==> config.mk <==
export PLATFORM = sky130hd
export DESIGN_NAME = mem_responder
export DESIGN_NICKNAME = d
export VERILOG_FILES = /design/src/rtl/mem_responder.sv
export SDC_FILE = /design/constraint.sdc
export NUM_CORES = 2
export LEC_CHECK = 0
export CAP_MARGIN = 15
export CELL_PAD_IN_SITES_DETAIL_PLACEMENT = 0
export CELL_PAD_IN_SITES_GLOBAL_PLACEMENT = 2
export CORE_MARGIN = 2
export CORE_UTILIZATION = 40
export CTS_CLUSTER_DIAMETER = 200
export DETAILED_ROUTE_END_ITERATION = 6
export GPL_ROUTABILITY_DRIVEN = 0
export PLACE_DENSITY = 0.64
export SETUP_SLACK_MARGIN = 0.5
export SLEW_MARGIN = 25
export SYNTH_ARGS = -nofsm -noshare
export SYNTH_HDL_FRONTEND = slang
export SYNTH_SLANG_ARGS = --single-unit
export TNS_END_PERCENT = 100
==> constraint.sdc <==
create_clock -name clk -period 3.2 [get_ports clk]
set_input_delay 0.32 -clock clk [delete_from_list [all_inputs] [get_ports clk]]
set_output_delay 0.32 -clock clk [all_outputs]
set_load 0.01 [all_outputs]
==> src/rtl/mem_responder.sv <==
// mem_responder: memory-side responder for the CPU memory interface.
// Serves single-edge reads/writes to an internal RAM plus two I/O registers:
// a write-only LED register (readable back) and a synchronised switch input.
//
// Ports:
//   clk         system clock, rising edge
//   reset       asynchronous active-high reset
//   mem_cmd     1=MREAD, 3=MWRITE, 0/2=MNONE
//   mem_addr    word address
//   write_data  store data, used with MWRITE
//   read_data   registered read result (one-cycle latency)
//   rd_valid    one-cycle pulse after a read updated read_data
//   err         one-cycle pulse after an access to an unmapped/illegal address
//   sw_in       asynchronous switch inputs
//   led_out     LED register
//   rd_count    saturating count of accepted reads
//   wr_count    saturating count of accepted writes (including ignored ones)
module mem_responder #(
  parameter int unsigned       DATA_W    = 16,
  parameter int unsigned       ADDR_W    = 9,
  parameter int unsigned       RAM_WORDS = 256,
  parameter logic [ADDR_W-1:0] LED_ADDR  = 9'h100,
  parameter logic [ADDR_W-1:0] SW_ADDR   = 9'h140,
  parameter int unsigned       IO_W      = 8
) (
  input  logic              clk,
  input  logic              reset,
  input  logic [1:0]        mem_cmd,
  input  logic [ADDR_W-1:0] mem_addr,
  input  logic [DATA_W-1:0] write_data,
  output logic [DATA_W-1:0] read_data,
  output logic              rd_valid,
  output logic              err,
  input  logic [IO_W-1:0]   sw_in,
  output logic [IO_W-1:0]   led_out,
  output logic [15:0]       rd_count,
  output logic [15:0]       wr_count
);

  localparam int unsigned       RAM_AW    = $clog2(RAM_WORDS);
  localparam logic [ADDR_W:0]   RAM_LIMIT = (ADDR_W + 1)'(RAM_WORDS);
  localparam logic [15:0]       CNT_MAX   = 16'hFFFF;

  typedef enum logic [1:0] {
    CmdNoneZero = 2'd0,
    CmdRead     = 2'd1,
    CmdNone     = 2'd2,
    CmdWrite    = 2'd3
  } cmd_e;

  logic [DATA_W-1:0] ram [RAM_WORDS];

  logic [DATA_W-1:0] read_data_q, read_data_d;
  logic              rd_valid_q, rd_valid_d;
  logic              err_q, err_d;
  logic [IO_W-1:0]   led_q, led_d;
  logic [15:0]       rd_count_q, rd_count_d;
  logic [15:0]       wr_count_q, wr_count_d;
  logic [IO_W-1:0]   sw_meta_q, sw_sync_q;

  logic              is_read, is_write;
  logic              hit_ram, hit_led, hit_sw;
  logic [RAM_AW-1:0] ram_idx;

  // Address and command decode
  always_comb begin
    is_read  = (mem_cmd == CmdRead);
    is_write = (mem_cmd == CmdWrite);
    hit_ram  = ({1'b0, mem_addr} < RAM_LIMIT);
    hit_led  = (mem_addr == LED_ADDR);
    hit_sw   = (mem_addr == SW_ADDR);
    ram_idx  = mem_addr[RAM_AW-1:0];
  end

  // Next-state for read path, I/O register, status pulses and counters
  always_comb begin
    read_data_d = read_data_q;
    rd_valid_d  = 1'b0;
    err_d       = 1'b0;
    led_d       = led_q;
    rd_count_d  = rd_count_q;
    wr_count_d  = wr_count_q;

    if (is_read) begin
      rd_valid_d = 1'b1;
      if (rd_count_q != CNT_MAX) rd_count_d = rd_count_q + 16'd1;
      if (hit_ram) begin
        read_data_d = ram[ram_idx];
      end else if (hit_sw) begin
        read_data_d = {{(DATA_W - IO_W){1'b0}}, sw_sync_q};
      end else if (hit_led) begin
        read_data_d = {{(DATA_W - IO_W){1'b0}}, led_q};
      end else begin
        read_data_d = '0;
        err_d       = 1'b1;
      end
    end else if (is_write) begin
      if (wr_count_q != CNT_MAX) wr_count_d = wr_count_q + 16'd1;
      if (hit_led) begin
        led_d = write_data[IO_W-1:0];
      end else if (!hit_ram) begin
        // Switch register is read-only, so a write to it is an error too
        err_d = 1'b1;
      end
    end
  end

  always_ff @(posedge clk or posedge reset) begin
    if (reset) begin
      read_data_q <= '0;
      rd_valid_q  <= 1'b0;
      err_q       <= 1'b0;
      led_q       <= '0;
      rd_count_q  <= '0;
      wr_count_q  <= '0;
      sw_meta_q   <= '0;
      sw_sync_q   <= '0;
    end else begin
      read_data_q <= read_data_d;
      rd_valid_q  <= rd_valid_d;
      err_q       <= err_d;
      led_q       <= led_d;
      rd_count_q  <= rd_count_d;
      wr_count_q  <= wr_count_d;
      sw_meta_q   <= sw_in;
      sw_sync_q   <= sw_meta_q;
    end
  end

  // RAM has no reset; writes are blocked while reset is held
  always_ff @(posedge clk) begin
    if (!reset && is_write && hit_ram) begin
      ram[ram_idx] <= write_data;
    end
  end

  assign read_data = read_data_q;
  assign rd_valid  = rd_valid_q;
  assign err       = err_q;
  assign led_out   = led_q;
  assign rd_count  = rd_count_q;
  assign wr_count  = wr_count_q;

endmodule

==> summary.md <==
| Metric | Value |
|---|---|
| Status | finished, violations left |
| Failing checks | DRC |
| Clock-pin slew on the worst setup and hold paths | 0.06 ns |
| Worst-margin pin slew | 1.12 ns |
| Die area | 0.406 mm^2 |
| Post-DP HPWL | 312000 um |
| CP Cell Sequence | dlygate4sd3_1 -> clkdlybuf4s50_1 -> buf_4 -> nor2_1 -> nand4_1 -> nor2_4 -> nand3_4 -> buf_12 -> nor2_2 -> buf_12 |
| Die width | 637 um |
| Slew margin rel. | 0.253 |
| Cts bufs inserted | 434 |
| Worst path most repeated cell | buf_12 |
| Rows | 232 |
| Core Util, Final | 0.489 |
| Routed via count | 80400 |
| Synthesized area per cell | 23.2 um^2 |
| Yosys warns | 0 |
| Net count, final | 8171 |
| CP max-delay cell | dlygate4sd3_1 |
| Layout cells sized above 1 | 0.375 |
| IO Port Bufs | 94 |
| Synth Net Count | 6937 |
| Total track usage | 0.240 |
| Synth cell types | 64 |
| Critical path type | input pin to register |
| Syn-to-layout area delta | 22.0% |
| # fillers | 31900 |
| First-pass GRT wire length | 674000 um |
| Sequential share of power | 0.513 |
| DRC Markers | 2 |
| Final wirelength | 490000 um |
| Pin count of the biggest net entering global routing | 138 |
| PwrDens | 602 mW/mm^2 |
| Leak | 62.2 nW |
| Hold Path Depth | 1 |
| Pre-antenna DRT Iters | 7 |
| Number of antenna violations at the first check in global routing | 41 |
| Longest Clk Path Bufs | 4 |
| Leading post-synthesis cells by cell area | edfxtp_1, mux4_2, mux2i_1 |
| FF+latch count, synth | 4170 |
| CTS H-tree depth | 5 |
| Seq/Total Area, Yosys | 0.779 |
| Synth Flop Type | edfxtp_1 |
| CP endpoint kind | register |
| Most frequent cells in the layout | edfxtp_1, mux4_2, buf_4 |
| Final non-filler cell total | 13800 |
| Vias in the first global route | 80600 |
| Cell taking the most area after synthesis | edfxtp_1 |
| CTS tree | yes |
| Comb power frac | 0.059 |
| Required time worst endpoint | 3.87 ns |
| Setup TNS Final | 0 ns |
| Max Fanout on Critical Path | 16 |
| DRT iter0 DRCs | 10200 |
| Die H | 637 um |
| Fin Clk Skew | 0.112 ns |
| Clock Latency Late Sink | 1.04 ns |
| Worst path depth | 10 |
| Internal Power | 91.6 mW |
| Sw Pwr | 25.9 mW |
| Avg Vias per Cell | 5.83 |
| Count of clock tree sinks | 4170 |
| Final Max Slew Viols | 0 |
| Share of synthesized registers carrying an async set or reset | 0.0177 |
| Worst setup SP type | input pin |
| Initial Util | 0.401 |
| RSZ-0062 raised after global routing | yes |
| Setup violators final | 0 |
| DRT antenna net count | 0 |
| Largest delay share family, worst path | buffers and inverters |
| Max incr delay on CP | 0.54 ns |
| I/O pin total | 95 |
| Sw Ratio | 0.220 |
| Mapped cell area | 0.160 mm^2 |
| Final hold viol count | 0 |
| Commonest non-fill, non-tap cell in the layout | edfxtp_1 |
| CTS Root Cell | clkbuf_16 |
| Synth top area share | 0.768 |
| Dpl cells | 12900 |
| Final min period | 2.77 ns |
| Grt ovf | 0 |
| Routed len/inst | 35.6 um |
| Fmax | 361 MHz |
| Postcts setup bufs | 0 |
| Tcrit/Tclk final | 0.865 |
| Max_cap viols | 0 |
| Post-synth EDFFs | 4096 |
| CP Buf/Inv Count | 5 |
| Peak supply drop | 472 uV |
| Worst r2r path cells | 8 |
| Clock Power Share | 0.428 |
| Core area | 0.399 mm^2 |
| Crit path arrival time | 3.43 ns |
| Worst Hold Class | input pin to register |
| Gate Count Post-Synth | 6898 |
-- layout make-up --
class,instances,area [um^2],share of cell area
inverters,11,52.6,0.000269
diodes,10,25.0,0.000128
multi-input cells,2338,35000,0.179
repair buffers,1177,14600,0.0749
clock inverters,272,2690,0.0138
well taps,5265,6590,0.0337
flip-flops and latches,4170,125000,0.639
clock buffers,541,11500,0.0587
-- synth_stat cells, types with 26 or more instances --
cell,count
nor3_1,26
nor2_1,305
mux2i_1,243
buf_2,108
a22oi_1,53
dfrtp_1,74
nand3_1,59
mux4_2,1138
buf_1,26
nand2_1,162
edfxtp_1,4096
buf_4,71
o22ai_1,43
buf_6,34
a21oi_1,31
clkbuf_1,137
-- layer usage --
metal	vias up	routed length, um	part of all wire	global-route usage
li1	32000	-	-	-
met1	44300	204000	0.42	0.342
met2	3483	232000	0.47	0.379
met3	634	36300	0.074	0.0399
met4	0	18200	0.037	0.0779
met5	-	0	0	0
-- worst register-to-register path, cell delays in order, from the launching register on --
cell,delay [ns]
edfxtp_1,0.36
mux4_2,0.50
mux4_2,0.60
a32oi_2,0.20
buf_4,0.13
nand3_1,0.17
a2111oi_4,0.39
buf_4,0.22
o21ai_1,0.06
-- what timing repair did --
action / in CTS / in global routing
resized for setup: 18 / 9
endpoints found under the hold margin: 512 / 0
hold buffers: 22 / 0
endpoints found under the setup margin: 13 / 8
pin swaps: 2 / 3
-- power by group through the flow --
stage	sequential, mW	combinational [mW]	clock [mW]
after floorplan	61.4	2.96	0
after global placement	61.4	6.78	0
after detailed placement	61.5	6.87	0
after CTS	60.3	6.92	51.2
after global routing	60.3	7.17	53.3
final	60.3	6.90	50.3
-- cells by family (layout without fill, tap and decap cells) --
group | after synthesis | count (layout) | synth area share
compound gates | 268 | 268 | 0.0119
xor+xnor | 30 | 30 | 0.00164
fa+ha+maj | 2 | 2 | 0.000156
buf+inv | 390 | 2001 | 0.0135
flops | 4170 | 4170 | 0.779
mux | 1395 | 1395 | 0.176
other cells | 0 | 10 | 0
simple gates | 643 | 643 | 0.0173
-- flip-flops by register name, indices dropped and copies added, names as in the netlist --
| name | count |
|---|---|
| sw_sync_q | 8 |
| sw_meta_q | 8 |
| rd_valid | 1 |
| read_data | 16 |
| err | 1 |
| rd_count | 16 |
| ram | 4096 |
| wr_count | 16 |
| led_out | 8 |
-- final timing paths --
kind | startpoint | to | slack, ns
worst max-delay path | reset | ram[247][4] | 0.43
worst min-delay path | write_data[8] | ram[20][8] | 0.009
worst max register to register | ram[67][11] | read_data[11] | 0.43
worst min register to register | sw_meta_q[6] | sw_sync_q[6] | 0.33
max in group asynchronous | reset | led_out[5] | 2.18
min in group asynchronous | reset | led_out[3] | 0.31
-- per-stage QoR --
step	setup WS, ns	power (mW)	hold slack (ns)	cell area (um^2)
after CTS	0.399	118	0.00233	195000
after floorplan	0.434	64.4	0.331	162000
final	0.433	118	0.00915	195000
after global placement	-0.726	68.2	0.335	181000
after detailed placement	-0.689	68.3	0.335	181000
after global routing	0.358	121	0.0228	195000
Power figures use the tool's default switching activity.
